`src/rtl/k_and_s_pkg.sv`:
```
// Shared types and constants for the K&S processor: instruction decode enum,
// opcode values, ALU operation codes and the opcode decode helper.
package k_and_s_pkg;

  typedef enum logic [3:0] {
    I_NOP,
    I_LOAD,
    I_STORE,
    I_MOVE,
    I_ADD,
    I_SUB,
    I_AND,
    I_OR,
    I_BRANCH,
    I_BNEG,
    I_BNNEG,
    I_BZERO,
    I_BNZERO,
    I_BOV,
    I_BNOV,
    I_HALT
  } decoded_instruction_type;

  localparam logic [7:0] OPC_NOP    = 8'h00;
  localparam logic [7:0] OPC_LOAD   = 8'h81;
  localparam logic [7:0] OPC_STORE  = 8'h82;
  localparam logic [7:0] OPC_MOVE   = 8'h91;
  localparam logic [7:0] OPC_ADD    = 8'hA1;
  localparam logic [7:0] OPC_SUB    = 8'hA2;
  localparam logic [7:0] OPC_AND    = 8'hA3;
  localparam logic [7:0] OPC_OR     = 8'hA4;
  localparam logic [7:0] OPC_BRANCH = 8'h01;
  localparam logic [7:0] OPC_BNEG   = 8'h02;
  localparam logic [7:0] OPC_BNNEG  = 8'h03;
  localparam logic [7:0] OPC_BZERO  = 8'h04;
  localparam logic [7:0] OPC_BNZERO = 8'h05;
  localparam logic [7:0] OPC_BOV    = 8'h06;
  localparam logic [7:0] OPC_BNOV   = 8'h07;
  localparam logic [7:0] OPC_HALT   = 8'h0F;

  localparam logic [1:0] ALU_ADD = 2'b00;
  localparam logic [1:0] ALU_AND = 2'b01;
  localparam logic [1:0] ALU_OR  = 2'b10;
  localparam logic [1:0] ALU_SUB = 2'b11;

  // Unlisted opcodes fall back to NOP so the control unit never stalls on junk.
  function automatic decoded_instruction_type decode_opcode(input logic [7:0] opc);
    decoded_instruction_type d;
    case (opc)
      OPC_LOAD:   d = I_LOAD;
      OPC_STORE:  d = I_STORE;
      OPC_MOVE:   d = I_MOVE;
      OPC_ADD:    d = I_ADD;
      OPC_SUB:    d = I_SUB;
      OPC_AND:    d = I_AND;
      OPC_OR:     d = I_OR;
      OPC_BRANCH: d = I_BRANCH;
      OPC_BNEG:   d = I_BNEG;
      OPC_BNNEG:  d = I_BNNEG;
      OPC_BZERO:  d = I_BZERO;
      OPC_BNZERO: d = I_BNZERO;
      OPC_BOV:    d = I_BOV;
      OPC_BNOV:   d = I_BNOV;
      OPC_HALT:   d = I_HALT;
      default:    d = I_NOP;
    endcase
    return d;
  endfunction

endpackage

```
`src/rtl/ks_alu.sv`:
```
// Combinational ALU of the K&S datapath: ADD/AND/OR/SUB plus MOVE pass-through,
// producing the result and the zero/negative/carry/signed-overflow flags.
module ks_alu
  import k_and_s_pkg::*;
#(
  parameter int DATA_W = 16
) (
  input  logic [1:0]        operation,
  input  logic              is_move,
  input  logic [DATA_W-1:0] a,
  input  logic [DATA_W-1:0] b,
  output logic [DATA_W-1:0] result,
  output logic              zero,
  output logic              neg,
  output logic              carry,
  output logic              ovf
);

  logic [DATA_W:0] sum;
  logic [DATA_W:0] diff;

  // The extra top bit of diff is the borrow, set exactly when a < b unsigned.
  assign sum  = {1'b0, a} + {1'b0, b};
  assign diff = {1'b0, a} - {1'b0, b};

  always_comb begin
    result = '0;
    carry  = 1'b0;
    ovf    = 1'b0;
    if (is_move) begin
      result = b;
    end else begin
      case (operation)
        ALU_ADD: begin
          result = sum[DATA_W-1:0];
          carry  = sum[DATA_W];
          ovf    = (a[DATA_W-1] == b[DATA_W-1]) && (sum[DATA_W-1] != a[DATA_W-1]);
        end
        ALU_SUB: begin
          result = diff[DATA_W-1:0];
          carry  = diff[DATA_W];
          ovf    = (a[DATA_W-1] != b[DATA_W-1]) && (diff[DATA_W-1] != a[DATA_W-1]);
        end
        ALU_AND: result = a & b;
        ALU_OR:  result = a | b;
        default: result = '0;
      endcase
    end
    zero = (result == '0);
    neg  = result[DATA_W-1];
  end

endmodule

```
`src/rtl/ks_datapath.sv`:
```
// K&S processor datapath: PC, IR, 4-entry register file, ALU and flag register.
// Optional KS_R0_ZERO_EN hardwires R0 to zero (writes dropped, reads return 0).
module ks_datapath
  import k_and_s_pkg::*;
#(
  parameter int DATA_W = 16,
  parameter int ADDR_W = 5
) (
  input  logic                    clk,
  input  logic                    rst_n,
  input  logic                    branch,
  input  logic                    pc_enable,
  input  logic                    ir_enable,
  input  logic                    write_reg_enable,
  input  logic                    addr_sel,
  input  logic                    c_sel,
  input  logic [1:0]              operation,
  input  logic                    flags_reg_enable,
  output decoded_instruction_type decoded_instruction,
  output logic                    zero_op,
  output logic                    neg_op,
  output logic                    unsigned_overflow,
  output logic                    signed_overflow,
  output logic [ADDR_W-1:0]       ram_addr,
  output logic [DATA_W-1:0]       data_out,
  input  logic [DATA_W-1:0]       data_in
);

  logic [ADDR_W-1:0] pc;
  logic [DATA_W-1:0] ir;
  logic [DATA_W-1:0] rf [4];

  logic [1:0]        mem_reg;
  logic [1:0]        dst_reg;
  logic [1:0]        src_a;
  logic [1:0]        src_b;
  logic [1:0]        wr_idx;
  logic              wr_ok;
  logic [DATA_W-1:0] wr_data;
  logic [DATA_W-1:0] op_a;
  logic [DATA_W-1:0] op_b;
  logic [DATA_W-1:0] alu_result;
  logic              alu_zero;
  logic              alu_neg;
  logic              alu_carry;
  logic              alu_ovf;
  logic              unused_ir_bit;

  assign mem_reg       = ir[6:5];
  assign dst_reg       = ir[5:4];
  assign src_a         = ir[3:2];
  assign src_b         = ir[1:0];
  assign unused_ir_bit = ir[7];

  assign decoded_instruction = decode_opcode(ir[15:8]);

  assign wr_idx  = c_sel ? mem_reg : dst_reg;
  assign wr_data = c_sel ? data_in : alu_result;

`ifdef KS_R0_ZERO_EN
  assign op_a     = (src_a == 2'd0) ? '0 : rf[src_a];
  assign op_b     = (src_b == 2'd0) ? '0 : rf[src_b];
  assign data_out = (mem_reg == 2'd0) ? '0 : rf[mem_reg];
  assign wr_ok    = (wr_idx != 2'd0);
`else
  assign op_a     = rf[src_a];
  assign op_b     = rf[src_b];
  assign data_out = rf[mem_reg];
  assign wr_ok    = 1'b1;
`endif

  assign ram_addr = addr_sel ? ir[ADDR_W-1:0] : pc;

  ks_alu #(.DATA_W(DATA_W)) u_alu (
    .operation (operation),
    .is_move   (decoded_instruction == I_MOVE),
    .a         (op_a),
    .b         (op_b),
    .result    (alu_result),
    .zero      (alu_zero),
    .neg       (alu_neg),
    .carry     (alu_carry),
    .ovf       (alu_ovf)
  );

  // PC branches to the IR value present before this edge, even if the IR
  // is being reloaded in the same cycle.
  always_ff @(posedge clk or negedge rst_n) begin
    if (!rst_n) begin
      pc <= '0;
      ir <= '0;
    end else begin
      if (pc_enable) pc <= branch ? ir[ADDR_W-1:0] : pc + 1'b1;
      if (ir_enable) ir <= data_in;
    end
  end

  always_ff @(posedge clk or negedge rst_n) begin
    if (!rst_n) begin
      for (int i = 0; i < 4; i++) rf[i] <= '0;
    end else if (write_reg_enable && wr_ok) begin
      rf[wr_idx] <= wr_data;
    end
  end

  always_ff @(posedge clk or negedge rst_n) begin
    if (!rst_n) begin
      zero_op           <= 1'b0;
      neg_op            <= 1'b0;
      unsigned_overflow <= 1'b0;
      signed_overflow   <= 1'b0;
    end else if (flags_reg_enable) begin
      zero_op           <= alu_zero;
      neg_op            <= alu_neg;
      unsigned_overflow <= alu_carry;
      signed_overflow   <= alu_ovf;
    end
  end

endmodule
```
`config.mk`:
```
export PLATFORM = sky130hd
export DESIGN_NAME = ks_datapath
export DESIGN_NICKNAME = d
export VERILOG_FILES = /design/src/rtl/k_and_s_pkg.sv /design/src/rtl/ks_alu.sv /design/src/rtl/ks_datapath.sv
export SDC_FILE = /design/constraint.sdc
export NUM_CORES = 1
export LEC_CHECK = 0
export CAP_MARGIN = 20
export CELL_PAD_IN_SITES_DETAIL_PLACEMENT = 2
export CELL_PAD_IN_SITES_GLOBAL_PLACEMENT = 2
export CORE_MARGIN = 4
export CORE_UTILIZATION = 37
export CTS_BUF_LIST = sky130_fd_sc_hd__clkbuf_16
export DETAILED_ROUTE_END_ITERATION = 7
export DONT_BUFFER_PORTS = 1
export GPL_ROUTABILITY_DRIVEN = 0
export GPL_TIMING_DRIVEN = 0
export PLACE_DENSITY = 0.78
export SYNTH_ARGS = -nofsm -noshare
export SYNTH_HDL_FRONTEND = slang
export SYNTH_SLANG_ARGS = --single-unit
```
`constraint.sdc`:
```
create_clock -name clk -period 4.05 [get_ports clk]
set_clock_uncertainty 0.05 [all_clocks]
set_input_delay 0.405 -clock clk [delete_from_list [all_inputs] [get_ports clk]]
set_output_delay 0.405 -clock clk [all_outputs]
set_load 0.02 [all_outputs]
```
Word level (Yosys, flattened, before mapping)
Index checks and enable logic that the tools add are counted.
{"block": "totals", "word_cells": 75, "out_inout_bits": 29, "in_bits": 27, "register_bits": 89}
{"block": "op_classes", "add_sub_neg": 3, "n_eq_ne": 23, "magnitude_cmp": 5, "reduce_logical": 5, "n_bitwise": 6, "mux": 23}
{"op": "16-bit two-way mux", "n": 9}
{"op": "16-bit binary-select mux with 2-bit select", "n": 3}
{"op": "64-bit bitwise mux", "n": 1}
{"op": "16-bit one-hot mux with 4 select lines", "n": 1}
{"op": "4-bit one-hot mux with 15 select lines", "n": 1}
{"op": "8-bit == test (second input constant)", "n": 7}
{"op": "16-bit demux with 2-bit select", "n": 1}
{"op": "8-bit by 3-bit == test with 1-bit output (second input constant)", "n": 4}
{"op": "16-bit by 16-bit adder with 17-bit output", "n": 1}
{"op": "16-bit by 16-bit subtractor with 17-bit output", "n": 1}
{"op": "16-bit AND", "n": 1}
{"op": "8-bit by 2-bit == test with 1-bit output (second input constant)", "n": 2}
{"op": "16-bit zero test", "n": 1}
{"op": "16-bit bitwise OR", "n": 1}
{"op": "3-bit greater-or-equal comparator (second input constant)", "n": 4}
{"op": "2-bit NOT with 3-bit output", "n": 4}
{"op": "5-bit two-way mux", "n": 2}
{"op": "8-bit by 1-bit == test with 1-bit output (second input constant)", "n": 1}
{"op": "8-bit by 4-bit == test with 1-bit output (second input constant)", "n": 1}
{"op": "5-bit by 1-bit adder with 5-bit output (second input constant)", "n": 1}
{"op": "2-bit == test (second input constant)", "n": 2}
{"op": "4-bit by 2-bit == test with 1-bit output (second input constant)", "n": 1}
{"op": "1-bit one-hot mux with 2 select lines", "n": 2}
{"op": "1-bit logical AND", "n": 3}
{"op": "other kinds (7)", "n": 10}

Longest topological paths before layout
Gate-level depths: netlist (run 1).
{"block": "logic_depth", "depth_word": 9, "ltp_mapped": 15}

Modules after synthesis
Synthesis (run 1) repeated with hierarchy kept, for this count alone.
{"block": "unflattened", "cells_unflattened": 708, "area_unflattened_um2": 7716.2}
{"module": "ks_datapath", "instances": 1, "cells_per_inst": 341, "area_per_inst_um2": 5131.2}
{"module": "ks_alu", "instances": 1, "cells_per_inst": 367, "area_per_inst_um2": 2585.0}

Least setup slack after synthesis (run 1)
Ideal clock, no wire load.
{"block": "synth_path", "path_type": "register -> register", "startpoint": "reg ir[2]", "endpoint": "reg zero_op", "path_stages_with_launch": 15, "period_less_slack_ns": 4.412, "setup_time_ns": 0.104, "t_arrival_ns": 4.259, "path_slack_ns": -0.362, "n_path_buf": 2, "cell_sequence": "dfrtp_1 clkbuf_1 clkbuf_1 mux4_2 inv_1 ha_1 o21ba_2 or4_4 a21oi_2 o211a_1 nor2_1 mux2_1 a221oi_1 or4bb_1 o41ai_2"}
{"block": "synth_via", "elab_chain_len": 8}
{"item": "from (decl)", "line": "ks_datapath.sv:30", "source": "logic [DATA_W-1:0] ir;"}
{"item": "from (signal assigned)", "line": "ks_datapath.sv:94", "source": "if (ir_enable) ir <= data_in;"}
{"item": "2-bit NOT with 3-bit output (not written as such) *", "line": "ks_datapath.sv:66", "source": "assign op_a = rf[src_a];"}
{"item": "16-bit binary-select mux with 2-bit select *", "line": "ks_datapath.sv:66"}
{"item": "16-bit two-way mux (not written as such) * (2 in a row)", "line": "ks_datapath.sv:66"}
{"item": "16-bit by 16-bit subtractor with 17-bit output (tied with other cells)", "line": "ks_alu.sv:24", "source": "assign diff = {1'b0, a} - {1'b0, b};"}
{"item": "16-bit one-hot mux with 4 select lines *", "line": "ks_alu.sv:33", "source": "case (operation)"}
{"item": "16-bit two-way mux *", "line": "ks_alu.sv:30", "source": "if (is_move) begin"}
{"item": "16-bit zero test *", "line": "ks_alu.sv:49", "source": "zero = (result == '0);"}
{"item": "to (signal assigned)", "line": "ks_datapath.sv:113", "source": "zero_op <= alu_zero;"}
{"item": "to (decl)", "line": "ks_datapath.sv:20", "source": "output logic zero_op,"}
Mark *: on every way between the ends. The rest lies on a longest branch, timed or not. The select of a mux whose other input is x is not followed.
A chain may end at the register's enable or synchronous reset.

Worst setup path in the final report (run 1)
Same ends and word-level chain as after synthesis.

==> run_results.csv, run 1 <==
group,metric,value,unit
power,p_seq_share,20.3,%
synthesis,ys_async_sr_fraction,100.0,%
worst_setup_path,cp_max_fo,7,
clocking,cts_tree,"done",
power,power.total,7603,uW
worst_setup_path,path_cells,"clkbuf_16 -> buf_12 -> buf_4 -> mux4_2 -> inv_1 -> ha_1 -> buf_6 -> inv_4 -> a21oi_1 -> o31ai_2 -> buf_4 -> o31ai_4 -> buf_4 -> xnor2_1 -> a21oi_1 -> a221oi_2 -> or4b_4 -> o41ai_2",
floorplan,dieArea,22790,sq um
clocking,cts.sinks,88,
sta,worst_pin_slew,0.9678,ns
route,met3RoutedLength,1438,um
power,ir_drop,0.2710,mV
sta,finalHoldWorstSlack,0.1034,ns
synthesis,synthAdderAreaFrac,9.465,%
sta,tns,-0.06071,ns
floorplan,io_pins,56,
sta,setup_ws,-0.06071,ns
route,routedWlPerCell,28.52,um
clocking,ctsRootBufferMaster,"clkbuf_16",
worst_setup_path,crit_required,4.26,ns
min_path,hold_end,"signed_overflow",
global_routing,grt_max_degree,89,
sta,slew_headroom,35.48,%
route,top_layer_used,"met4",
synthesis,synth-seq-cells,88,
floorplan,core-area,20170,sq um
synthesis,synth_cells,812,
floorplan,die_y,151.0,um
finish,fill_cells,2166,
sta,grt_setup_unrepaired,"true",
power,net-switching-power,3780,uW
run_status,status,"complete, but fails checks",
route,wirelength,32260,um
sta,finalCritPeriodShare,101.5,%
clocking,htree_levels,3,
power,swShare,49.72,%
synthesis,synth_mux_area_share,19.79,%
route,drc,0,
worst_setup_path,slowest_delay,0.56,ns
power,p_leak,0.003716,uW
route,drt_iter0_drc,525,
route,route.met2.wl,16490,um
power,internal-power,3823,uW
synthesis,synth_top_cell_by_area,"dfrtp_1",
worst_setup_path,crit_arrival,4.32,ns
min_path,whs_path_depth,1,
worst_setup_path,cp-start-kind,"flip-flop",
worst_setup_path,r2r_start,"ir[2]",
route,firstDrtPassIters,5,
synthesis,syn_area,7561,sq um
clocking,clkSlewWorstSetupHoldPaths,0.08,ns
power,comb_power_share,67.2,%
sta,period_minus_slack,4.111,ns
synthesis,ys_types,83,
run,drv_cap,0,
synthesis,synthTopCellsByCount,"nand2_1, dfrtp_1, o21ai_0",
synthesis,post_synth.cell_area_avg,9.312,sq um
floorplan,row_count,52,
finish,num-nets-final,940,
floorplan,initial_core_util,37.49,%
worst_setup_path,crit_path_end_kind,"flip-flop",
synthesis,synth-xor-area-share,2.201,%
power,power_density,854.1,nW/um^2
worst_setup_path,cpMaxStageDelayCell,"or4b_4",
synthesis,yosys_warnings,0,
synthesis,syn_nets,895,
placed_design,dpl.hpwl,22080,um
global_routing,grt_overflow_total,0,
finish,antenna-diode-count,0,
global_routing,grt_pass1_wl,47190,um
worst_setup_path,timing.rr.end,"zero_op",
worst_setup_path,crit_type,"flip-flop to flip-flop",
sta,finalHoldViolations,0,
synthesis,synth_seq_area_share,29.12,%
global_routing,grt_pass1_vias,7839,
min_path,hp-class,"primary input to flip-flop",
clocking,clk_path_buf_depth,2,
min_path,worstHoldStart,"flags_reg_enable",
route,avgViaCountPerCell,6.262,
synthesis,synth-simple-area-share,13.26,%
synthesis,synth_area_leaders,"dfrtp_1, mux4_2, ha_1",
global_routing,antenna_found_initial,0,
route,wl_met1,13480,um
finish,syn2layout_area_growth,17.74,%
synthesis,synth_top_family_by_area,"multiplexers",
worst_setup_path,crit_top_cell,"buf_4",
run_status,failed_checks,"setup timing",
clocking,clock_latency,0.36,ns
sta,max_freq,243.3,MHz
synthesis,synth-edff-count,0,
finish,drive_above_1_share,24.85,%
worst_setup_path,reg2reg_depth,18,
clocking,cts_made_buffers,9,
global_routing,grt_usage,27.45,%
sta,setup_viol,1,
route,antenna_left,0,
synthesis,synth_top_area_share,29.12,%
synthesis,synth.most_common_cell,"nand2_1",
synthesis,synth-compound-area-share,19.63,%
floorplan,die-width,151.0,um
synthesis,synth_ff_type,"dfrtp_1",
sta,drv_slew,0,
worst_setup_path,ff2ff_setup_slack,-0.06,ns
placed_design,io_buffers,0,
power,power_frac_clock,12.5,%
route,vias,7082,
==> flip-flops by register name, summed over array words and instances, names as in the netlist <==
register and count:
ir 15, neg_op 1, zero_op 1, unsigned_overflow 1, rf 64, signed_overflow 1, pc 5
==> layout by cell type (no fill, tap or decap), types with 10 or more instances in the layout <==
| master | count |
|---|---|
| dfrtp_1 | 86 |
| inv_2 | 10 |
| o21ai_1 | 17 |
| ha_1 | 51 |
| clkbuf_16 | 11 |
| inv_1 | 46 |
| clkbuf_1 | 33 |
| nand2_1 | 96 |
| buf_4 | 39 |
| nor2_1 | 39 |
| mux2i_1 | 12 |
| mux2_2 | 23 |
| mux4_2 | 48 |
| nor3_1 | 10 |
| nand3_1 | 11 |
| a21oi_1 | 53 |
| xnor2_1 | 15 |
| o21ai_0 | 70 |
==> stage by stage <==
step | instances | cell area, sq um | setup WS (ns) | util, %
finish | 1131 | 8902 | -0.06071 | 44.14
global route | 1131 | 8902 | -0.1925 | 44.14
CTS | 1119 | 8645 | -0.03818 | 42.86
detailed placement | 1082 | 7901 | -1.073 | 39.17
global placement | 1082 | 7901 | -0.9969 | 39.17
floorplan | 812 | 7564 | 0.04981 | -
==> final cells by class <==
type	count	area, sq um	share of cell area (%)
Inverter	57	216.5	2.431
Tap cell	270	337.8	3.795
Sequential cell	88	2205	24.76
Timing Repair Buffer	37	325.3	3.654
Buffer	60	359.1	4.034
Clock inverter	6	92.59	1.040
Multi-Input combinational cell	604	5141	57.75
Clock buffer	9	225.2	2.530
==> critical path, delay by kind of cell (launching register included) <==
kind	cells	cell delay (ns)
buf+inv	8	1.06
compound gates	6	1.04
simple gates	1	0.56
mux	1	0.54
flops	1	0.37
fa+ha+maj	1	0.24
xor+xnor	1	0.14
==> repair_timing <==
item	4_1_cts	5_1_grt
resized for setup	58	45
endpoints found under the setup margin	56	27
cloned	0	0
hold endpoints to repair	88	0
pin swaps	18	23
buffers inserted	23	12
hold buffers	2	0
==> power by group through the flow <==
| stage | logic (uW) | registers [uW] | clock network [uW] |
|---|---|---|---|
| after floorplan | 3120 | 1380 | 0 |
| after global placement | 3960 | 1430 | 0 |
| after detailed placement | 4180 | 1500 | 0 |
| after CTS | 4690 | 1500 | 949 |
| after global routing | 5500 | 1570 | 998 |
| final | 5110 | 1550 | 951 |
==> logic make-up (layout without fill, tap and decap cells) <==
kind of cell	after synthesis	in the layout
compound gates	233	233
simple gates	210	210
buf+inv	120	169
flops	88	88
mux	86	86
fa+ha+maj	56	56
xor+xnor	19	19
==> per-layer routing <==
layer	GRT usage, %	up-vias
met5	0	-
met2	47.71	201
met3	4.309	54
met4	9.474	0
met1	34.73	3770
li1	-	3057
==> how the worst max path moves through the flow <==
stage | start | to | slack (ns) | depth (start not counted)
after floorplan | ir[2] | zero_op | 0.05 | 14
after global placement | ir[3] | zero_op | -1.0 | 14
after detailed placement | ir[3] | zero_op | -1.07 | 14
after CTS | ir[2] | zero_op | -0.04 | 16
after global routing | ir[0] | zero_op | -0.19 | 16
final | ir[2] | zero_op | -0.06 | 18
Note: power is estimated with default switching activity, not from simulation.
==> run 2, diff against run 1 <==
--- a/config.mk
+++ b/config.mk
@@ -8,6 +8,7 @@
 export CAP_MARGIN = 20
 export CELL_PAD_IN_SITES_DETAIL_PLACEMENT = 2
 export CELL_PAD_IN_SITES_GLOBAL_PLACEMENT = 2
+export CORE_ASPECT_RATIO = 1.5
 export CORE_MARGIN = 4
 export CORE_UTILIZATION = 37
 export CTS_BUF_LIST = sky130_fd_sc_hd__clkbuf_16
==> run_results.csv, run 2 (synthesis gave the netlist of run 1 again) <==
group,metric,value,unit
worst_setup_path,crit_type,"flip-flop to flip-flop",
finish,drive_above_1_share,25.38,%
sta,drv_slew,0,
worst_setup_path,cpMaxStageDelayCell,"mux4_2",
worst_setup_path,r2r_start,"ir[2]",
route,vias,7068,
min_path,hold_end,"signed_overflow",
worst_setup_path,crit_top_cell,"inv_2",
floorplan,die-width,124.7,um
run_status,failed_checks,"setup timing",
route,routedWlPerCell,28.77,um
clocking,clock_latency,0.36,ns
power,power_density,835.8,nW/um^2
floorplan,core-area,19940,sq um
clocking,cts_tree,"done",
finish,antenna-diode-count,0,
power,p_leak,0.003689,uW
worst_setup_path,cp.depth,16,
placed_design,dp_cells,1072,
finish,fin_util,44.27,%
worst_setup_path,crit_required,4.25,ns
placed_design,io_buffers,0,
min_path,hp-class,"primary input to flip-flop",
placed_design,dpl.hpwl,22500,um
sta,setup_ws,-0.2029,ns
route,firstDrtPassIters,5,
clocking,clkSlewWorstSetupHoldPaths,0.07,ns
route,antenna_left,0,
sta,worst_pin_slew,1.144,ns
finish,largest_register_ffs,64,
finish,num-nets-final,933,
worst_setup_path,cp-start-kind,"flip-flop",
global_routing,grt_usage,27.30,%
finish,syn2layout_area_growth,16.76,%
clocking,clk_path_buf_depth,2,
floorplan,dieArea,22830,sq um
sta,finalHoldViolations,0,
clocking,cts_made_buffers,9,
route,drt_iter0_drc,430,
worst_setup_path,reg2reg_depth,16,
finish,layout_common_cells,"nand2_1, dfrtp_1, o21ai_0",
sta,max_freq,235.1,MHz
global_routing,grt_pass1_vias,8045,
floorplan,row_count,63,
worst_setup_path,crit_arrival,4.46,ns
worst_setup_path,timing.rr.end,"zero_op",
worst_setup_path,crit_path_end_kind,"flip-flop",
sta,setup_viol,12,
worst_setup_path,critPathBufInv,4,
floorplan,initial_core_util,37.91,%
clocking,cts.sinks,88,
clocking,ctsRootBufferMaster,"clkbuf_16",
floorplan,die_y,183.1,um
route,wirelength,32070,um
min_path,worstHoldStart,"flags_reg_enable",
sta,finalCritPeriodShare,105.0,%
global_routing,grt_pass1_wl,48320,um
route,avgViaCountPerCell,6.339,
finish,layout_commonest_cell,"nand2_1",
global_routing,grt_overflow_total,0,
worst_setup_path,slowest_delay,0.55,ns
global_routing,antenna_found_initial,0,
finish,fin_cells,1115,
worst_setup_path,ff2ff_setup_slack,-0.20,ns
global_routing,grt_max_degree,89,
sta,grt_setup_unrepaired,"true",
sta,period_minus_slack,4.253,ns
sta,slew_headroom,23.75,%
worst_setup_path,crit_family,"simple AND/OR/NAND/NOR gates",
floorplan,io_pins,56,
finish,regMostFlops,"rf",
run_status,status,"complete, but fails checks",
finish,reg.largest.list,"rf: 64 flops, ir: 15 flops, pc: 5 flops",
worst_setup_path,cp_max_fo,4,
route,drc,0,
clocking,htree_levels,3,
min_path,whs_path_depth,1,
run,drv_cap,0,
power,ir_drop,0.3156,mV
worst_setup_path,path_cells,"clkbuf_16 -> mux4_2 -> inv_2 -> ha_4 -> inv_2 -> fa_2 -> buf_4 -> xor2_1 -> o221ai_1 -> o211ai_1 -> o21ai_0 -> nor2_1 -> nor4b_2 -> and4b_1 -> or4b_4 -> o41ai_2",
[run 2: cell count changes in the layout (fill, tap and decap cells not counted), moves of 3 or more]
cell      before  now
a21oi_2        2   10
a21oi_1       53   46
o21ai_2        3    9
buf_4         39   35
inv_1         46   50
clkbuf_1      33   30
o21ai_0       70   67
[run 2: power by group]
group | switching (uW) | leakage, uW | internal (uW) | total (uW)
Combinational | 2950 | 0.00246 | 2060 | 5010
Sequential | 369 | 0.00108 | 1170 | 1540
Clock | 359 | 0.000144 | 468 | 827
Total | 3680 | 0.00369 | 3700 | 7380
[run 2: stage by stage]
step	area [sq um]	power, uW	setup TNS (ns)	hold WS [ns]	worst slack (ns)
after floorplan	7564	4505	0	0.05941	0.04981
after global placement	7889	5363	-29.20	0.06270	-1.036
after detailed placement	7889	5676	-38.03	0.06181	-1.097
after CTS	8517	6830	-0.09955	0.1093	-0.09955
after global routing	8828	7862	-2.769	0.1221	-0.2971
final	8828	7379	-0.6657	0.1108	-0.2029
[run 2: final cells by class]
class	instances	area [sq um]
multi-input combinational	604	5156
clock buffer	9	225.2
inverter	57	217.7
tap	260	325.3
timing repair buffer	33	299.0
fill	2128	11110
sequential	88	2205
clock inverter	7	56.30
buffer	57	344.1
[run 2: worst max path at each step]
stage | from | end | slack (ns)
detailed placement | ir[3] | zero_op | -1.10
global placement | ir[3] | zero_op | -1.04
CTS | ir[2] | zero_op | -0.1
floorplan | ir[2] | zero_op | 0.05
finish | ir[2] | zero_op | -0.20
global route | ir[2] | zero_op | -0.30
[run 2: metal layers]
layer / share of wire (%) / wire [um] / global-route usage, % / vias up
met3: 3.5 / 1118 / 3.380 / 88
li1: - / - / - / 3046
met1: 38 / 12100 / 29.32 / 3706
met4: 5.3 / 1695 / 15.05 / 0
met5: 0 / 0 / 0 / -
met2: 54 / 17160 / 51.58 / 228
[run 2: repair_timing]
item / 4_1_cts / 5_1_grt
hold endpoints to repair: 88 / 0
pin swaps: 16 / 34
cloned: 0 / 0
resized for setup: 48 / 59
hold buffers: 2 / 0
buffers inserted: 12 / 19
setup endpoints to repair: 56 / 36
==> run 3, diff against run 2 <==
--- a/config.mk
+++ b/config.mk
@@ -20,3 +20,4 @@
 export SYNTH_ARGS = -nofsm -noshare
 export SYNTH_HDL_FRONTEND = slang
 export SYNTH_SLANG_ARGS = --single-unit
+export TNS_END_PERCENT = 20
==> run_results.csv, run 3 (synthesis gave the netlist of run 1 again) <==
group,metric,value,unit
worst_setup_path,crit_required,4.26,ns
floorplan,dieArea,22830,sq um
worst_setup_path,cp-start-kind,"flip-flop",
sta,finalHoldWorstSlack,0.1074,ns
clocking,cts_made_buffers,9,
floorplan,die_y,183.1,um
min_path,whs_path_depth,1,
placed_design,dpl-instance-area,7889,sq um
route,vias,7112,
global_routing,grt_pass1_wl,48320,um
sta,finalCritPeriodShare,106.5,%
sta,max_freq,231.7,MHz
finish,largest_register_ffs,64,
clocking,htree_levels,3,
finish,layout_commonest_cell,"nand2_1",
clocking,clk_path_buf_depth,2,
global_routing,grt_usage,27.30,%
sta,drv_slew,0,
route,avgViaCountPerCell,6.401,
global_routing,grt_overflow_total,0,
run_status,status,"complete, but fails checks",
sta,tns,-1.136,ns
route,wirelength,33150,um
clocking,cts_tree,"done",
finish,antenna-diode-count,0,
worst_setup_path,reg2reg_depth,16,
run,drv_cap,0,
sta,worst_pin_slew,1.067,ns
run_status,failed_checks,"setup timing",
worst_setup_path,crit_path_end_kind,"flip-flop",
floorplan,core-area,19940,sq um
floorplan,initial_core_util,37.91,%
sta,finalHoldViolations,0,
route,drt_iter0_drc,392,
power,ir_drop,0.3260,mV
finish,drive_above_1_share,23.74,%
sta,slew_headroom,28.86,%
sta,period_minus_slack,4.315,ns
finish,num-nets-final,929,
sta,setup_viol,21,
power,power_density,842.4,nW/um^2
route,drc,0,
global_routing,grt_pass1_vias,8045,
worst_setup_path,crit_arrival,4.52,ns
finish,layout_common_cells,"nand2_1, dfrtp_1, o21ai_0",
clocking,clock_latency,0.36,ns
clocking,clkSlewWorstSetupHoldPaths,0.07,ns
finish,reg.largest.list,"rf: 64 flops, ir: 15 flops, pc: 5 flops",
clocking,cts.sinks,88,
finish,syn2layout_area_growth,15.60,%
route,firstDrtPassIters,4,
worst_setup_path,cp_max_fo,6,
route,antenna_left,0,
placed_design,io_buffers,0,
finish,fin_area,8741,sq um
worst_setup_path,crit_type,"flip-flop to flip-flop",
sta,grt_setup_unrepaired,"true",
route,routedWlPerCell,29.84,um
global_routing,grt_max_degree,89,
global_routing,antenna_found_initial,0,
floorplan,row_count,63,
power,p_leak,0.003657,uW
clocking,ctsRootBufferMaster,"clkbuf_16",
floorplan,die-width,124.7,um
floorplan,io_pins,56,
finish,regMostFlops,"rf",
min_path,hp-class,"primary input to flip-flop",
finish,fin_util,43.83,%
placed_design,dpl.hpwl,22500,um
sta,setup_ws,-0.2652,ns
==> run 3: cell types whose count changed in the layout (fill, tap and decap cells not counted), sizes merged <==
cell / previous run / this run
buf: 55 / 51
==> run 3: final timing paths <==
kind,startpoint,slack [ns],to
setup / recovery,ir[0],-0.27,zero_op
hold / removal,flags_reg_enable,0.11,signed_overflow
setup reg to reg,ir[0],-0.27,zero_op
hold reg to reg,rf[45],0.51,rf[45]
max in group asynchronous,rst_n,2.92,ir[1]
min in group asynchronous,rst_n,0.61,rf[62]
==> run 3: layer usage <==
metal	wire, um	GRT usage, %	vias up
met3	1296	3.380	114
met4	2062	15.05	0
met1	12060	29.32	3696
li1	-	-	3041
met2	17740	51.58	261
met5	0	0	-
==> run 3: repair_timing <==
item                                   CTS  global route
gates resized for setup                 48            46
setup endpoints to repair               56            36
gates cloned                             0             0
pin swaps                               16            27
hold buffers                             2             0
endpoints found under the hold margin   88             0
setup buffers                           12            15
==> run 3: power breakdown <==
part / internal (uW) / leakage (uW) / switching (uW) / total, uW
registers: 1170 / 0.00108 / 393 / 1570
clock network: 468 / 0.000144 / 360 / 828
logic: 2010 / 0.00243 / 2960 / 4970
total: 3650 / 0.00366 / 3710 / 7360
==> run 3: through the flow <==
stage / cells / setup WS [ns] / power [uW]
detailed placement: 1072 / -1.097 / 5676
CTS: 1099 / -0.09955 / 6830
global placement: 1072 / -1.036 / 5363
global route: 1111 / -0.3217 / 7792
floorplan: 812 / 0.04981 / 4505
finish: 1111 / -0.2652 / 7363
==> run 3: final cells by class <==
type | count | area (sq um)
fillers | 2127 | 11200
multi-input cells | 604 | 5099
flip-flops and latches | 88 | 2205
plain buffers | 57 | 344.1
well taps | 260 | 325.3
repair buffers | 29 | 269.0
clock buffers | 9 | 225.2
inverters | 57 | 217.7
clock inverters | 7 | 56.30
==> run 3: worst max-delay path, stage by stage (launching register included) <==
cell and delay [ns]:
dfrtp_1 0.39, buf_12 0.15, buf_12 0.11, mux4_2 0.57, buf_4 0.18, ha_4 0.15, inv_2 0.05, fa_2 0.42
a22oi_1 0.21, o211ai_1 0.16, nand3_1 0.15, o21ai_0 0.20, nor2_1 0.15, nor4b_2 0.25, and4b_1 0.27, or4b_4 0.47
o41ai_2 0.28
